## config.mk

```make
export PLATFORM = sky130hd
export DESIGN_NAME = vector_reduce_unit
export DESIGN_NICKNAME = d
export VERILOG_FILES = /design/src/rtl/vector_reduce_pkg.sv /design/src/rtl/reduce_tree_level.sv /design/src/rtl/vector_reduce_unit.sv
export SDC_FILE = /design/constraint.sdc
export NUM_CORES = 2
export LEC_CHECK = 0
export ABC_AREA = 1
export CAP_MARGIN = 20
export CORE_ASPECT_RATIO = 0.75
export CORE_UTILIZATION = 63
export CTS_CLUSTER_SIZE = 14
export DETAILED_ROUTE_END_ITERATION = 7
export PLACE_DENSITY = 0.86
export SYNTH_ARGS = -nofsm -noshare
export SYNTH_HDL_FRONTEND = slang
export SYNTH_SLANG_ARGS = --single-unit
```

## constraint.sdc

```tcl
create_clock -name clk -period 4.5 [get_ports clk]
set_input_delay 0.9 -clock clk [delete_from_list [all_inputs] [get_ports clk]]
set_output_delay 0.9 -clock clk [all_outputs]
set_load 0.02 [all_outputs]
```

## src/rtl/vector_reduce_pkg.sv

```systemverilog
// Shared types and constants for the vector_reduce_unit lane-reduction pipeline.
// Mode encoding, per-stage sideband record and the latency helper live here.
package vector_reduce_pkg;

    typedef enum logic [1:0] {PASS, SUM, MAX, RSVD} reduce_mode_t;

    // Sideband that travels in lockstep with each vector through the tree.
    typedef struct packed {
        logic         valid;
        logic         eof;
        logic         chain;
        reduce_mode_t mode;
    } stage_meta_t;

    localparam logic [7:0] DEFAULT_CFG_ID = 8'd2;

    function automatic int calc_lat(input int n);
        return $clog2(n) + 1;
    endfunction

endpackage

```

## src/rtl/reduce_tree_level.sv

```systemverilog
// One registered level of the reduction tree: pairs adjacent lanes and
// registers either their wrapped sum or their signed maximum.
module reduce_tree_level
    import vector_reduce_pkg::*;
#(
    parameter int IN_LANES   = 8,
    parameter int DATA_WIDTH = 32
) (
    input  logic                                    clk,
    input  logic                                    rst,
    input  reduce_mode_t                            mode,
    input  logic [IN_LANES-1:0][DATA_WIDTH-1:0]     lanes_in,
    output logic [IN_LANES/2-1:0][DATA_WIDTH-1:0]   lanes_out
);

    localparam int OUT_LANES = IN_LANES / 2;

    logic [OUT_LANES-1:0][DATA_WIDTH-1:0] lanes_d;
    logic [OUT_LANES-1:0][DATA_WIDTH-1:0] lanes_q;

    always_comb begin
        lanes_d = '0;
        for (int i = 0; i < OUT_LANES; i++) begin
            if (mode == MAX) begin
                lanes_d[i] = ($signed(lanes_in[2*i]) > $signed(lanes_in[2*i+1]))
                             ? lanes_in[2*i] : lanes_in[2*i+1];
            end else begin
                lanes_d[i] = lanes_in[2*i] + lanes_in[2*i+1];
            end
        end
    end

    always_ff @(posedge clk) begin
        if (rst) begin
            lanes_q <= '0;
        end else begin
            lanes_q <= lanes_d;
        end
    end

    assign lanes_out = lanes_q;

endmodule

```

## src/rtl/vector_reduce_unit.sv

```systemverilog
// Pipelined lane reduction (PASS / SUM / signed MAX) with fixed latency $clog2(N)+1.
// Define REDUCE_FRAME_ACC_EN to fold SUM/MAX results across a frame and emit only at eof.
module vector_reduce_unit
    import vector_reduce_pkg::*;
#(
    parameter int         N          = 8,
    parameter int         DATA_WIDTH = 32,
    parameter logic [7:0] CFG_ID     = DEFAULT_CFG_ID
) (
    input  logic                           clk,
    input  logic                           rst,
    input  logic                           valid_in,
    input  logic                           eof_in,
    input  logic                           chainId_in,
    input  logic                           tracing,
    input  logic [7:0]                     configId,
    input  logic [7:0]                     configData,
    input  logic [N-1:0][DATA_WIDTH-1:0]   vector_in,
    output logic                           valid_out,
    output logic                           eof_out,
    output logic                           chainId_out,
    output logic [N-1:0][DATA_WIDTH-1:0]   vector_out
);

    localparam int LEVELS = calc_lat(N) - 1;

    typedef logic [N-1:0][DATA_WIDTH-1:0] vec_t;

    reduce_mode_t mode_d, mode_q;
    logic         unused_cfg_bits;

    assign unused_cfg_bits = ^configData[7:2];

    always_comb begin
        mode_d = mode_q;
        if (configId == CFG_ID && !tracing) begin
            mode_d = reduce_mode_t'(configData[1:0]);
        end
    end

    // Sideband and the unreduced vector shadow the tree, one register per level.
    stage_meta_t meta_d [LEVELS];
    stage_meta_t meta_q [LEVELS];
    vec_t        pass_d [LEVELS];
    vec_t        pass_q [LEVELS];

    always_comb begin
        meta_d[0] = '{valid: valid_in, eof: eof_in, chain: chainId_in, mode: mode_q};
        pass_d[0] = vector_in;
        for (int k = 1; k < LEVELS; k++) begin
            meta_d[k] = meta_q[k-1];
            pass_d[k] = pass_q[k-1];
        end
    end

    always_ff @(posedge clk) begin
        if (rst) begin
            mode_q <= PASS;
            for (int k = 0; k < LEVELS; k++) begin
                meta_q[k] <= '0;
                pass_q[k] <= '0;
            end
        end else begin
            mode_q <= mode_d;
            for (int k = 0; k < LEVELS; k++) begin
                meta_q[k] <= meta_d[k];
                pass_q[k] <= pass_d[k];
            end
        end
    end

    for (genvar k = 0; k < LEVELS; k++) begin : g_lvl
        logic [(N>>(k+1))-1:0][DATA_WIDTH-1:0] lanes;
        logic [(N>>k)-1:0][DATA_WIDTH-1:0]     lvl_in;
        reduce_mode_t                          lvl_mode;

        if (k == 0) begin : g_first
            assign lvl_in   = vector_in;
            assign lvl_mode = mode_q;
        end else begin : g_next
            assign lvl_in   = g_lvl[k-1].lanes;
            assign lvl_mode = meta_q[k-1].mode;
        end

        reduce_tree_level #(
            .IN_LANES   (N >> k),
            .DATA_WIDTH (DATA_WIDTH)
        ) u_level (
            .clk       (clk),
            .rst       (rst),
            .mode      (lvl_mode),
            .lanes_in  (lvl_in),
            .lanes_out (lanes)
        );
    end

    logic [DATA_WIDTH-1:0] tree_res;
    stage_meta_t           fin;
    vec_t                  reduced;

    assign tree_res = g_lvl[LEVELS-1].lanes[0];
    assign fin      = meta_q[LEVELS-1];

    logic valid_out_d, valid_out_q;
    logic eof_out_d,   eof_out_q;
    logic chain_out_d, chain_out_q;
    vec_t vector_out_d, vector_out_q;

`ifdef REDUCE_FRAME_ACC_EN
    logic [DATA_WIDTH-1:0] acc_d, acc_q;
    logic                  acc_vld_d, acc_vld_q;
    reduce_mode_t          acc_mode_d, acc_mode_q;
`endif

    always_comb begin
        valid_out_d  = 1'b0;
        eof_out_d    = eof_out_q;
        chain_out_d  = chain_out_q;
        vector_out_d = vector_out_q;
        reduced      = '0;
        reduced[0]   = tree_res;
`ifdef REDUCE_FRAME_ACC_EN
        acc_d      = acc_q;
        acc_vld_d  = acc_vld_q;
        acc_mode_d = acc_mode_q;
        // A mode mismatch means a new frame mode: restart from this result.
        if (acc_vld_q && acc_mode_q == fin.mode) begin
            if (fin.mode == MAX) begin
                reduced[0] = ($signed(acc_q) > $signed(tree_res)) ? acc_q : tree_res;
            end else begin
                reduced[0] = acc_q + tree_res;
            end
        end
`endif
        if (fin.valid) begin
            if (fin.mode == SUM || fin.mode == MAX) begin
`ifdef REDUCE_FRAME_ACC_EN
                if (fin.eof) begin
                    valid_out_d  = 1'b1;
                    eof_out_d    = 1'b1;
                    chain_out_d  = fin.chain;
                    vector_out_d = reduced;
                    acc_d        = '0;
                    acc_vld_d    = 1'b0;
                end else begin
                    acc_d      = reduced[0];
                    acc_vld_d  = 1'b1;
                    acc_mode_d = fin.mode;
                end
`else
                valid_out_d  = 1'b1;
                eof_out_d    = fin.eof;
                chain_out_d  = fin.chain;
                vector_out_d = reduced;
`endif
            end else begin
                valid_out_d  = 1'b1;
                eof_out_d    = fin.eof;
                chain_out_d  = fin.chain;
                vector_out_d = pass_q[LEVELS-1];
            end
        end
    end

    always_ff @(posedge clk) begin
        if (rst) begin
            valid_out_q  <= 1'b0;
            eof_out_q    <= 1'b0;
            chain_out_q  <= 1'b0;
            vector_out_q <= '0;
`ifdef REDUCE_FRAME_ACC_EN
            acc_q        <= '0;
            acc_vld_q    <= 1'b0;
            acc_mode_q   <= PASS;
`endif
        end else begin
            valid_out_q  <= valid_out_d;
            eof_out_q    <= eof_out_d;
            chain_out_q  <= chain_out_d;
            vector_out_q <= vector_out_d;
`ifdef REDUCE_FRAME_ACC_EN
            acc_q        <= acc_d;
            acc_vld_q    <= acc_vld_d;
            acc_mode_q   <= acc_mode_d;
`endif
        end
    end

    assign valid_out   = valid_out_q;
    assign eof_out     = eof_out_q;
    assign chainId_out = chain_out_q;
    assign vector_out  = vector_out_q;

endmodule

```

## Yosys cells after proc, flatten, opt, wreduce, memory -nomap -nowiden

Memories as Yosys holds them, arrays and structs flattened.
Index checks and enable logic that the tools add are counted.

- Latch bits: 0
- ROM bits: 0
- Register bits: 485
- Output and inout port bits: 259
- Memories kept: 2
- Input bits: 278
- Bits in writable memories: 783
- Logic and storage cells: 75

Memories:

| memory | depth | width | rd ports | clocked after memory_dff | write ports | line | RTL |
|---|---|---|---|---|---|---|---|
| pass_q | 3 | 256 | 3 | 0 | 3 | vector_reduce_unit.sv:45 | `vec_t pass_q [LEVELS];` |
| meta_q | 3 | 5 | 3 | 0 | 3 | vector_reduce_unit.sv:43 | `stage_meta_t meta_q [LEVELS];` |

- Div/mod/pow operators: 0
- Multiplexer cells: 25
- Equality and inequality tests: 6
- Magnitude comparators: 7
- Bitwise logic cells: 6
- Reduce and logical (&&, ||, !) cells: 3
- Add/subtract/negate cells: 7
- Shift-type cells: 0
- Multipliers: 0

Operators by type and width:

| kind | number |
|---|---|
| two-way mux 256 bit | 4 |
| two-way mux 32 bit | 14 |
| adder 32 bit | 7 |
| > comparator 32 bit | 7 |
| two-way mux 5 bit | 3 |
| == test 2 bit (second input constant) | 4 |
| == test 8 x 2 -> 1 bit (second input constant) | 1 |
| bitwise OR 1 bit | 6 |
| two-way mux 1 bit | 4 |
| == test 2 x 1 -> 1 bit (second input constant) | 1 |
| logical AND 1 bit | 1 |
| logical NOT 1 bit | 1 |
| logical OR 1 bit | 1 |

## Longest topological paths before layout

An unclocked memory read counts as a cell.

- Depth after elaboration: 4
- Depth in mapped cells: 20
- Depth with buffers taken out: 19

## Hierarchy

From an unflattened synthesis, not the netlist that was laid out.

- Cells, all modules: 8,941
- Area, all modules: 62,697.6 sq um

Modules (own cells, without submodules):

| module | sequential area each (sq um) | cells each | instances | area an instance (sq um) |
|---|---|---|---|---|
| vector_reduce_unit | 20,900.0 | 3,748 | 1 | 31,964.4 |
| reduce_tree_level at g_lvl[0].u_level | 2,562.5 | 2,972 | 1 | 17,563.1 |
| reduce_tree_level at g_lvl[1].u_level | 1,281.2 | 1,465 | 1 | 8,697.1 |
| reduce_tree_level at g_lvl[2].u_level | 640.6 | 756 | 1 | 4,473.0 |

## Least setup slack after synthesis

Ideal clock, no wire load.

- Path type: input port to flip-flop
- From: in vector_in[128] (netlist name)
- To: reg g_lvl[0].u_level.lanes_q, in the netlist g_lvl[0].u_level.lanes_out[94]
- Arrival time: 2,617 ps
- Stages on the path: 14
- Library setup time: 132 ps
- Path slack: 1,751 ps
- Path buffers: 0
- Required time: 4,368 ps
- Cells stage by stage: ha_1 > inv_1 > fa_1 > or2_2 > o21ai_1 > nand2_1 > nand2_1 > nand3_1 > nand2_1 > nand3_1 > nand2_1 > nand2_1 > nand3_1 > a21oi_1

- Longest elaborated chain between the ends: 3
- Elaborated cells between the ends (all ways): 4
- Classes of those cells: add/sub (1); order compare (1); mux (2)

Ends and longest elaborated chain:

| element | line | RTL |
|---|---|---|
| start, declared | vector_reduce_unit.sv:18 | `input logic [N-1:0][DATA_WIDTH-1:0] vector_in,` |
| > comparator 32 bit | reduce_tree_level.sv:25 | `lanes_d[i] = ($signed(lanes_in[2*i]) > $signed(lanes_in[2*i+1]))` |
| two-way mux 32 bit | reduce_tree_level.sv:26 | `? lanes_in[2*i] : lanes_in[2*i+1];` |
| two-way mux 32 bit (*) | reduce_tree_level.sv:24 | `if (mode == MAX) begin` |
| end signal, assigned | reduce_tree_level.sv:37 | `lanes_q <= lanes_d;` |
| end, declared | reduce_tree_level.sv:19 | `logic [OUT_LANES-1:0][DATA_WIDTH-1:0] lanes_q;` |

Every way passes the cells marked *; elsewhere a longest branch is shown, timed or not.
A chain may end at the register's enable or synchronous reset.

## Final worst setup path

- From: reg g_lvl[0].u_level.lanes_q, in the netlist g_lvl[0].u_level.lanes_out[96]
- To: reg g_lvl[1].u_level.lanes_q, in the netlist g_lvl[1].u_level.lanes_out[62]

- Longest elaborated chain between the ends: 3
- Elaborated cells between the ends (all ways): 4
- Classes of those cells: add/sub (1); order compare (1); mux (2)

Ends and longest elaborated chain:

| element | line |
|---|---|
| > comparator 32 bit | reduce_tree_level.sv:25 |
| two-way mux 32 bit | reduce_tree_level.sv:26 |
| two-way mux 32 bit (*) | reduce_tree_level.sv:24 |
| end signal, assigned | reduce_tree_level.sv:37 |
| end, declared | reduce_tree_level.sv:19 |

Marks and branches as above.

==> results.cfg <==
[outcome]
status = finished, violations left
violations = design-rule violations

[synth]
yosysTopAreaCell = dfxtp_1
synth-edff-count = 0
synth_area_leaders = dfxtp_1 41%, inv_1 9.7%, ha_1 9.0%
syn_area_um2 = 61600
syn_nets = 9416
synthFlopType = dfxtp_1
syn-instance-count = 8690
ys_types = 44
synth.top_cell.area_share_pct = 41.2
yosys_warnings = 0
synth-seq-cells = 1268
syn-mean-instance-area_um2 = 7.08
ys_seq_area_share_pct = 41.2
synth-async-reset-ratio_pct = 0

[global_route]
antenna_found_initial = 29
grt_pass1_wl_mm = 340
grt_max_degree = 218
overflow = 0
first_global_vias = 58700
grt_usage_pct = 44.3

[clock_tree]
cts_buffers = 112
insertion_delay_ns = 0.76
clock-root-buffer = clkbuf_16
cts_tree = built
path_clk_slew_ns = 0.07
clockBufferDepth = 3
htreeDepth = 3
holdBufCountCts = 0
postCtsSetupBuffers = 0
cts.sinks = 1268
cts_resized = 0

[worst_setup_path]
path_common_cell = nand3_1
critPathMaxFanout = 4
worstSetupStartpointType = flop
path_cells = ha_1 -> inv_1 -> fa_1 -> o21ai_1 -> a21boi_0 -> o21ai_0 -> nand3_1 -> nand3_1 -> nand3_1 -> a21oi_1
cp.arrival_ns = 4.27
slowest_stage = o21ai_0
cp.required_ns = 5.11
cp-end-kind = flop
max_stage_delay_ns = 0.85
worstSetupPathType = reg2reg

[detailed_routing]
drcViolationCount = 6
first_iter_violations = 8936
num_vias = 61600
antenna_left = 0
viasPerCell = 5.91
drtPass1Iterations = 8
routed_wl_mm = 227
wl_per_cell_um = 21.7

[placement]
port_buffers = 530
gp_congestion = 1.02
place_hpwl_mm = 161
place_inst = 10200

[die]
design.die.area_um2 = 99000
row_count = 98
start_util_pct = 64.1
fp.dieW_um = 363
io_pins = 537
coreArea_um2 = 96000
die_h_um = 273

[finish]
regArea_um2 = 25400
areaGrowthSynthToFinish_pct = 15.7
nets = 9771
layout-drive-gt1-share_pct = 3.59
fill_cells = 6604
stdcell_count = 10400
multi_input_area_um2 = 28600

[power_and_ir_drop]
leakage_nw = 33.3
peakVddDrop_uv = 428
power_density_nw_per_um2 = 395

[timing]
maxSlewHeadroom_pct = 23.1
finalSetupViolCount = 0
fmax_mhz = 273
finalSetupTns_ns = 0
hold_violations = 0
report.final.slew_viol_count = 0
tightest_slew_ns = 1.15
fin_skew_ns = 0.0434
finalCritPeriodShare_pct = 81.4
fin_crit_ns = 3.66
rsz0062_at_grt = false

[min_path]
worstHoldPathType = reg2reg

[run]
drv_cap = 0
registers in the layout, indices dropped and copies added, names as in the netlist:
signal and flops:
valid_out 1, meta_q 15, vector_out 256, g_lvl.lvl_mode 2
chainId_out 1, g_lvl.u_level.lanes_out 224, pass_q 768, eof_out 1
metal layers:
layer	GRT usage (%)	vias to the layer above	wire length [µm]	share of wire (%)
li1	-	28100	-	-
met1	58.7	28400	90000	40
met2	66.6	4173	96400	43
met3	12.0	874	27700	12
met4	21.9	12	12600	5.5
met5	0	-	81	0.036
worst max-delay path, delay by kind of cell, from the launching register on:
kind | cells | cell delay (ns)
fa+ha+maj | 2 | 0.66
flops | 1 | 0.50
buf+inv | 1 | 0.07
compound gates | 4 | 1.76
simple gates | 3 | 0.54
placed cells by master, fill, tap and decap left out, types with 5 or more instances in the layout:
cell type and count:
a21o_1 37, a21oi_1 771, a31oi_1 8, and3_1 10, buf_12 13, buf_4 64
clkbuf_1 20, clkbuf_16 112, clkbuf_8 11, clkdlybuf4s50_1 529, clkinv_2 10, clkinvlp_4 6
dfxtp_1 1267, diode_2 27, fa_1 7, ha_1 441, inv_1 1594, inv_2 18
inv_6 6, nand2_1 1270, nand2_2 5, nand3_1 633, nand3_2 12, nand4_1 274
nor2_1 1206, nor3_1 89, nor3_2 11, nor4_1 7, o211ai_1 36, o21a_1 25
o21ai_0 486, o21ai_1 13, o21bai_1 39, or2_2 30
power breakdown:
part,switching [mW],leakage (nW),internal (mW),total [mW]
registers,0.515,10.4,11.9,12.4
logic,4.26,21.2,2.08,6.35
clock network,4.47,1.67,4.94,9.41
total,9.25,33.3,18.9,28.2
kinds of logic (layout without fill, tap and decap cells):
family          after synthesis  in the layout  synth area share (%)
other cells                   0             27                     0
buf+inv                    1979           2397                  12.4
compound gates             1428           1428                  12.2
fa+ha+maj                   448            448                  9.19
flops                      1268           1268                  41.2
simple gates               3567           3567                  25.0
synth_stat cells, drive strengths merged, types with 30 or more instances:
cell and number:
nand4 278, a21o 37, nand3 647, a21oi 771
nor3 101, clkbuf 264, buf 102, inv 1613
nand2 1277, o211ai 36, nor2 1210, ha 441
dfxtp 1268, o21bai 39, o21ai 499, or2 30
through the flow:
step	total power [mW]	setup slack, ns	utilization (%)	hold slack (ns)	cell area, µm²
floorplan	16.4	1.75	-	0.388	61600
global placement	18.4	0.435	70.5	0.388	67700
detailed placement	18.6	0.519	70.5	0.392	67700
CTS	27.8	1.10	74.1	0.388	71200
global route	29.2	0.797	74.2	0.408	71200
finish	28.2	0.836	74.2	0.377	71200
area by class of cell:
| type | instances | share of cell area [%] |
|---|---|---|
| timing repair buffer | 607 | 8.49 |
| multi-input combinational | 5443 | 40.1 |
| clock inverter | 34 | 0.597 |
| tap | 1300 | 2.28 |
| inverter | 1613 | 8.51 |
| sequential | 1268 | 35.6 |
| clock buffer | 143 | 4.25 |
| antenna | 27 | 0.0948 |
worst paths after layout:
| kind | from | slack (ns) | cells after the start | end |
|---|---|---|---|---|
| worst max-delay path | g_lvl[0].u_level.lanes_out[96] | 0.84 | 10 | g_lvl[1].u_level.lanes_out[62] |
| worst min-delay path | pass_q[0][256] | 0.38 | 2 | pass_q[0][512] |
| worst max register to register | g_lvl[0].u_level.lanes_out[96] | 0.84 | 10 | g_lvl[1].u_level.lanes_out[62] |
| worst min register to register | pass_q[0][256] | 0.38 | 2 | pass_q[0][512] |
No activity file was read; power rests on OpenSTA's default activity.
